===== src/rtl/mem_arb_pkg.sv =====
// Shared constants for the unified-memory arbiter: port indices and word geometry.
package mem_arb_pkg;
   localparam logic PORT_D     = 1'b0;
   localparam logic PORT_I     = 1'b1;
   localparam int   STRB_W     = 4;
   localparam int   WORD_SHIFT = 2;
endpackage


===== src/rtl/rr_arb2.sv =====
// Two-way round-robin arbiter; on a tie the port that did not win last time is granted.
module rr_arb2
   import mem_arb_pkg::*;
(
   input  logic       clk,
   input  logic       rst,
   input  logic [1:0] req,
   input  logic       accept,
   output logic [1:0] gnt,
   output logic       last
);

   logic r_last;

   always_ff @(posedge clk) begin
      if (!rst) begin
         r_last <= PORT_I;
      end else if (accept) begin
         r_last <= gnt[PORT_I];
      end
   end

   always_comb begin
      gnt         = 2'b00;
      gnt[PORT_D] = req[PORT_D] & (~req[PORT_I] | (r_last == PORT_I));
      gnt[PORT_I] = req[PORT_I] & (~req[PORT_D] | (r_last == PORT_D));
   end

   assign last = r_last;

endmodule


===== src/rtl/mem_arbiter.sv =====
// Shares one synchronous-read RAM between the data and instruction-fetch ports,
// one access per cycle, response returned on the owning port one cycle later.
module mem_arbiter
   import mem_arb_pkg::*;
#(
   parameter int ADDR_W = 32,
   parameter int DATA_W = 32,
   parameter int MEM_AW = 14
) (
   input  logic                clk,
   input  logic                rst,
   input  logic                d_req_valid,
   output logic                d_req_ready,
   input  logic                d_req_we,
   input  logic [ADDR_W-1:0]   d_req_addr,
   input  logic [DATA_W-1:0]   d_req_wdata,
   input  logic [DATA_W/8-1:0] d_req_wstrb,
   output logic                d_resp_valid,
   output logic [DATA_W-1:0]   d_resp_rdata,
   input  logic                i_req_valid,
   output logic                i_req_ready,
   input  logic [ADDR_W-1:0]   i_req_addr,
   output logic                i_resp_valid,
   output logic [DATA_W-1:0]   i_resp_rdata,
   output logic                mem_en,
   output logic [STRB_W-1:0]   mem_we,
   output logic [MEM_AW-1:0]   mem_addr,
   output logic [DATA_W-1:0]   mem_wdata,
   input  logic [DATA_W-1:0]   mem_rdata
);

   logic [1:0] w_req;
   logic [1:0] w_gnt;
   logic       w_last;
   logic       w_gnt_d;
   logic       w_gnt_i;
   logic       w_accept;
   logic       w_unused;

   logic       r_pend;
   logic       r_pend_port;
   logic       r_pend_we;

   assign w_req[PORT_D] = d_req_valid;
   assign w_req[PORT_I] = i_req_valid;

   rr_arb2 u_rr_arb2 (
      .clk    (clk),
      .rst    (rst),
      .req    (w_req),
      .accept (w_accept),
      .gnt    (w_gnt),
      .last   (w_last)
   );

   // Reset masks every grant so nothing reaches the RAM while rst is low.
   assign w_gnt_d  = rst & w_gnt[PORT_D];
   assign w_gnt_i  = rst & w_gnt[PORT_I];
   assign w_accept = w_gnt_d | w_gnt_i;

   assign d_req_ready = w_gnt_d;
   assign i_req_ready = w_gnt_i;

   always_comb begin
      mem_en    = w_accept;
      mem_we    = '0;
      mem_addr  = '0;
      mem_wdata = '0;
      if (w_gnt_d) begin
         mem_addr  = d_req_addr[WORD_SHIFT+MEM_AW-1:WORD_SHIFT];
         mem_wdata = d_req_wdata;
         if (d_req_we) begin
            mem_we = d_req_wstrb;
         end
      end else if (w_gnt_i) begin
         mem_addr = i_req_addr[WORD_SHIFT+MEM_AW-1:WORD_SHIFT];
      end
   end

   always_ff @(posedge clk) begin
      if (!rst) begin
         r_pend      <= 1'b0;
         r_pend_port <= PORT_D;
         r_pend_we   <= 1'b0;
      end else begin
         r_pend      <= w_accept;
         r_pend_port <= w_gnt_i ? PORT_I : PORT_D;
         r_pend_we   <= w_gnt_d & d_req_we;
      end
   end

   // A response pending across a reset cycle is dropped by the rst gating here.
   assign d_resp_valid = rst & r_pend & (r_pend_port == PORT_D);
   assign i_resp_valid = rst & r_pend & (r_pend_port == PORT_I);
   assign d_resp_rdata = (d_resp_valid && !r_pend_we) ? mem_rdata : '0;
   assign i_resp_rdata = i_resp_valid ? mem_rdata : '0;

   // Byte offset and aliased upper address bits are intentionally dropped.
   assign w_unused = &{1'b0, w_last,
                       d_req_addr[WORD_SHIFT-1:0], d_req_addr[ADDR_W-1:WORD_SHIFT+MEM_AW],
                       i_req_addr[WORD_SHIFT-1:0], i_req_addr[ADDR_W-1:WORD_SHIFT+MEM_AW]};

endmodule


===== config.mk =====
export PLATFORM = sky130hd
export DESIGN_NAME = mem_arbiter
export DESIGN_NICKNAME = d
export VERILOG_FILES = /design/src/rtl/mem_arb_pkg.sv /design/src/rtl/rr_arb2.sv /design/src/rtl/mem_arbiter.sv
export SDC_FILE = /design/constraint.sdc
export NUM_CORES = 1
export LEC_CHECK = 0
export CAP_MARGIN = 20
export CORE_AREA = 4 4 98 100
export DETAILED_ROUTE_END_ITERATION = 7
export DIE_AREA = 0 0 102 104
export PLACE_DENSITY = 0.66
export SYNTH_ARGS = -nofsm -noshare
export SYNTH_HDL_FRONTEND = slang
export SYNTH_SLANG_ARGS = --single-unit

===== constraint.sdc =====
create_clock -name clk -period 1 [get_ports clk]
set_input_delay 0.2 -clock clk [delete_from_list [all_inputs] [get_ports clk]]
set_output_delay 0.2 -clock clk [all_outputs]
set_load 0.01 [all_outputs]

* Word-level counts from Yosys, hierarchy flattened
Index checks and enable logic that the tools add are counted.
Widths: inputs -> output; s select.
** Word-level totals
- Flip-flop bits (word level) :: 4
- Latch bits :: 0
- RAM bits :: 0
- ROM bits :: 0
- Bits of input ports :: 137
- Output and inout bits :: 119
- Word-level logic and storage cells :: 29
- Memories kept :: 0
** Operators by class
- $add $sub $neg :: 0
- Multipliers :: 0
- Divide/modulo/power cells :: 0
- Magnitude comparators :: 0
- Equality and inequality tests :: 0
- Shifts and indexed selects :: 0
- Multiplexer cells :: 8
- Bitwise logic cells :: 15
- Reductions and logical operators :: 2
** Operator list (count)
- $mux 32 :: 3
- $mux 14 :: 2
- $and 1x1->1 :: 8
- $mux 4 :: 2
- $not 1->1 :: 4
- $or 1x1->1 :: 3
- $logic_and 1x1->1 :: 1
- $logic_not 1->1 :: 1
- $mux 1 :: 1

* Depth between registers and ports, before layout
- Word-level depth :: 6
- Gate-level depth with buffers :: 4

* Cells and area by module
From an unflattened synthesis, not the netlist that was laid out.
** Second synthesis, totals
- Cells, all modules :: 190
- Area total of the unflattened synthesis :: 1134.8 um^2
** Modules (own cells, without submodules)
- mem_arbiter :: instances 1, cells an instance 183, area each 1077.3 um^2, seq. area each 60.1 um^2
- rr_arb2 :: instances 1, cells an instance 7, area each 57.6 um^2, seq. area each 20.0 um^2

* Worst setup path before layout
Ideal clock, no wire load.
- Path kind :: register to output
- Start :: register u_rr_arb2.r_last, in the netlist u_rr_arb2.last
- End :: output port mem_addr[10]
- Arrival :: 1.052 ns
- Data required time :: 0.800 ns
- Setup slack :: -0.252 ns
- Cell stages (with the launch flop) :: 5
- Cells stage by stage :: dfxtp_1 -> nor2b_1 -> buf_6 -> buf_4 -> o32ai_1
** On the way
- Cells in the longest elaborated chain, start to end :: 6
** RTL lines
- start, declared :: RTL line rr_arb2.sv:13 : logic r_last;
- start signal, assigned :: RTL line rr_arb2.sv:19 : r_last <= gnt[PORT_I];
- $not 1->1 :: RTL line rr_arb2.sv:26 : gnt[PORT_I] = req[PORT_I] & (~req[PORT_D] | (r_last == PORT_D));
- $or 1x1->1 :: RTL line rr_arb2.sv:26
- $and 1x1->1 :: RTL line rr_arb2.sv:26
- $and 1x1->1 :: RTL line mem_arbiter.sv:58 : assign w_gnt_i = rst & w_gnt[PORT_I];
- $mux 14 :: RTL line mem_arbiter.sv:75 : end else if (w_gnt_i) begin
- $mux 14 (*) :: RTL line mem_arbiter.sv:69 : if (w_gnt_d) begin
- end, declared :: RTL line mem_arbiter.sv:27 : output logic [MEM_AW-1:0] mem_addr,
Every way passes the cells marked *; elsewhere a longest branch is shown, timed or not.

* Final worst setup path
- Start :: register u_rr_arb2.r_last, in the netlist u_rr_arb2.last
- End :: output port mem_wdata[17]
** On the way
- Cells in the longest elaborated chain, start to end :: 4
** RTL lines
- $or 1x1->1 :: RTL line rr_arb2.sv:25 : gnt[PORT_D] = req[PORT_D] & (~req[PORT_I] | (r_last == PORT_I));
- $and 1x1->1 :: RTL line rr_arb2.sv:25
- $and 1x1->1 :: RTL line mem_arbiter.sv:57 : assign w_gnt_d = rst & w_gnt[PORT_D];
- $mux 32 :: RTL line mem_arbiter.sv:69
- end, declared :: RTL line mem_arbiter.sv:28 : output logic [DATA_W-1:0] mem_wdata,
Every way passes these cells.

==> results by group <==
Timing
  • RSZ-0062 raised after global routing: yes
  • Pins over their slew limit: 0
  • Final Hold Fails: 0
  • F_max: 648 MHz
  • Final Setup Violations: 119
  • Rel. slew slack: 0.854
  • Max Clock Skew: 0.988 ps
  • Worst Max-Slew Pin Slew: 219 ps
  • Final worst path period need: 1540 ps
  • Hold_ws: 356 ps
  • PnR worst setup slack: -544 ps
  • Final cycle utilization of the critical path: 1.54
  • Sum Neg Setup Slack: -57580 ps

Placed design
  • Placed instance count: 511
  • Worst slack, placed: -1160 ps
  • Detail Placement HPWL: 6.44 mm
  • Port Buffers: 219
  • GPL Wtd Cong: 0.722
  • DP Area: 0.00408 mm2

Setup path
  • CP Data Arrival Time: 1340 ps
  • Max stage delay on crit path: 340 ps
  • CP Launch Type: register
  • Worst path bufs/invs: 4
  • CP Class: register to primary output
  • Critical Path Source: u_rr_arb2.last$_SDFFE_PN1P_
  • R2r startpoint: u_rr_arb2.last$_SDFFE_PN1P_
  • WP data required: 800 ps
  • Cells on worst reg2reg path: 6
  • Critical path depth: 6
  • Crit end category: primary output
  • Crit path max fanout: 7
  • CP top delay family: buffers and inverters
  • Slowest cell on the critical path: dfxtp_4
  • R2r setup slk: -90 ps
  • Most frequent CP cell: buf_12
  • Crit path cell chain: nor2b_4, buf_12, buf_12, buf_16, nor3b_2, buf_2

Clock tree
  • Clock transition at path regs: 30 ps
  • CTS tree: done
  • Htree depth: 1
  • Hold bufs inserted after CTS: 0
  • TritonCTS Buffers: 3
  • Root Driver: clkbuf_8
  • CTS max path bufs: 2
  • Worst-skew pair later-pin latency: 210 ps
  • Clk sink count: 4

Die
  • Ports: 256
  • Die W: 102 um
  • Die Span Y: 104 um
  • Core area: 0.00868 mm2
  • Standard-cell rows: 34
  • Initial core utilization: 0.150
  • Area of the die: 0.0106 mm2

Power
  • PwrDens: 471 mW/mm2
  • Pwr Total: 2.11 mW
  • Leakage: 2.06 nW
  • Peak VDD IR: 0.372 mV

Cells and area
  • Multi-input logic area: 0.00155 mm2
  • Layout Cells excl Fill: 543
  • Fillers: 832
  • Post-route cell area: 0.00448 mm2
  • Core Util, Final: 0.517
  • Fraction of layout cells with a size suffix above 1: 0.634
  • Register area: 86.3 um2
  • Nets: 574
  • # diodes: 0
  • Synthesis-to-layout area growth: 245%

Yosys
  • Syn nets: 321
  • Count leader, synth: and2_1
  • Count of cell types in the netlist: 20
  • Post-synthesis register bit count: 4
  • Area contributors post-synth: and2_1, nor3b_2, o32ai_1
  • Dominant cell type by area after synthesis: and2_1
  • Gate count after technology mapping: 184
  • Commonest cells post-synth: and2_1, nand2_1, nor3b_2, nor3b_1, o32ai_1
  • Avg Inst Size Synth: 7.07 um2
  • Post-Syn Area: 0.00130 mm2
  • Ys flop type: dfxtp_1
  • Yosys top cell area share: 0.308
  • Number of synthesized flops with an enable pin: 0
  • Ys Warns: 0
  • Register area share after synthesis: 0.0616
  • FFs w/ async S/R, synth: 0

Flow run
  • Max cap viols: 0

Global route
  • Global-route wire length before repair: 12.3 mm
  • Grt ovf: 0
  • Vias in the first global route: 2335
  • Total GRT Usage: 0.142
  • Initial antenna violation count: 0
  • Largest net degree at the start of global routing: 27

Worst hold path
  • Worst hold stages: 2
  • Min-delay src: d_req_we
  • Hold crit path type: primary input to register

Status
  • Failing checks: negative setup slack
  • Outcome: finished, violations left

Detailed routing
  • 1st-pass router iterations: 4
  • ANT nets after route: 0
  • Vias per cell: 4.28
  • Wire length per cell: 15.9 um
  • Vias: 2323
  • Final WL: 8.61 mm
  • Residual DRC: 0
  • Initial DRC count: 29
==> flip-flops by register name, indices dropped and copies added, names as in the netlist <==
register and flops:
r_pend_we 1, r_pend_port 1, r_pend 1, u_rr_arb2.last 1
==> metal layers <==
metal,track usage,up-vias,part of all wire
li1,-,1139,-
met1,0.149,1058,0.34
met2,0.269,120,0.54
met3,0.0416,6,0.11
met4,0.0356,0,0.011
met5,0,-,0
==> report_power, final <==
group | switching [mW] | internal [mW] | total [mW] | leakage [nW]
Clock | 0.0799 | 0.256 | 0.336 | 0.0216
Sequential | 0.00727 | 0.171 | 0.179 | 0.0339
Combinational | 0.582 | 1.02 | 1.60 | 2.01
==> worst paths after layout <==
| path | endpoint |
|---|---|
| setup / recovery | mem_wdata[17] |
| setup reg to reg | r_pend_we$_SDFF_PN0_ |
| hold / removal | r_pend_we$_SDFF_PN0_ |
| hold reg to reg | u_rr_arb2.last$_SDFFE_PN1P_ |
==> area by class of cell <==
class | count | share of cell area
well taps | 108 | 0.0301
repair buffers | 269 | 0.594
flip-flops and latches | 4 | 0.0193
inverters | 2 | 0.00167
multi-input cells | 157 | 0.345
clock buffers | 3 | 0.00921
==> cells in the final DEF (no fill, tap or decap), types with 2 or more instances in the layout <==
| master | n |
|---|---|
| clkdlybuf4s50_1 | 96 |
| buf_2 | 77 |
| buf_6 | 55 |
| and2_4 | 40 |
| nand2_1 | 29 |
| nor3b_2 | 27 |
| and2_1 | 24 |
| buf_4 | 12 |
| buf_12 | 10 |
| o32ai_4 | 8 |
| buf_16 | 7 |
| o32ai_2 | 6 |
| nor3b_4 | 6 |
| buf_8 | 5 |
| nor2_1 | 4 |
| nor2_2 | 3 |
| clkbuf_8 | 3 |
| clkbuf_16 | 3 |
| and4bb_2 | 2 |
| dfxtp_2 | 2 |
==> cells by family (layout without fill, tap and decap cells) <==
| family | count (synthesis) | count (layout) | synth area share |
|---|---|---|---|
| DFF | 4 | 4 | 0.0616 |
| AOI/OAI and AO/OA | 16 | 16 | 0.109 |
| buffers and inverters | 23 | 274 | 0.0991 |
| and+or+nand+nor | 141 | 141 | 0.731 |
==> repair_timing <==
item / CTS / global route
buffers inserted: 7 / 12
gates cloned: 8 / 3
pin swaps: 47 / 28
gates resized for setup: 522 / 94
endpoints found under the setup margin: 123 / 120
No activity file was read; power rests on OpenSTA's default activity.
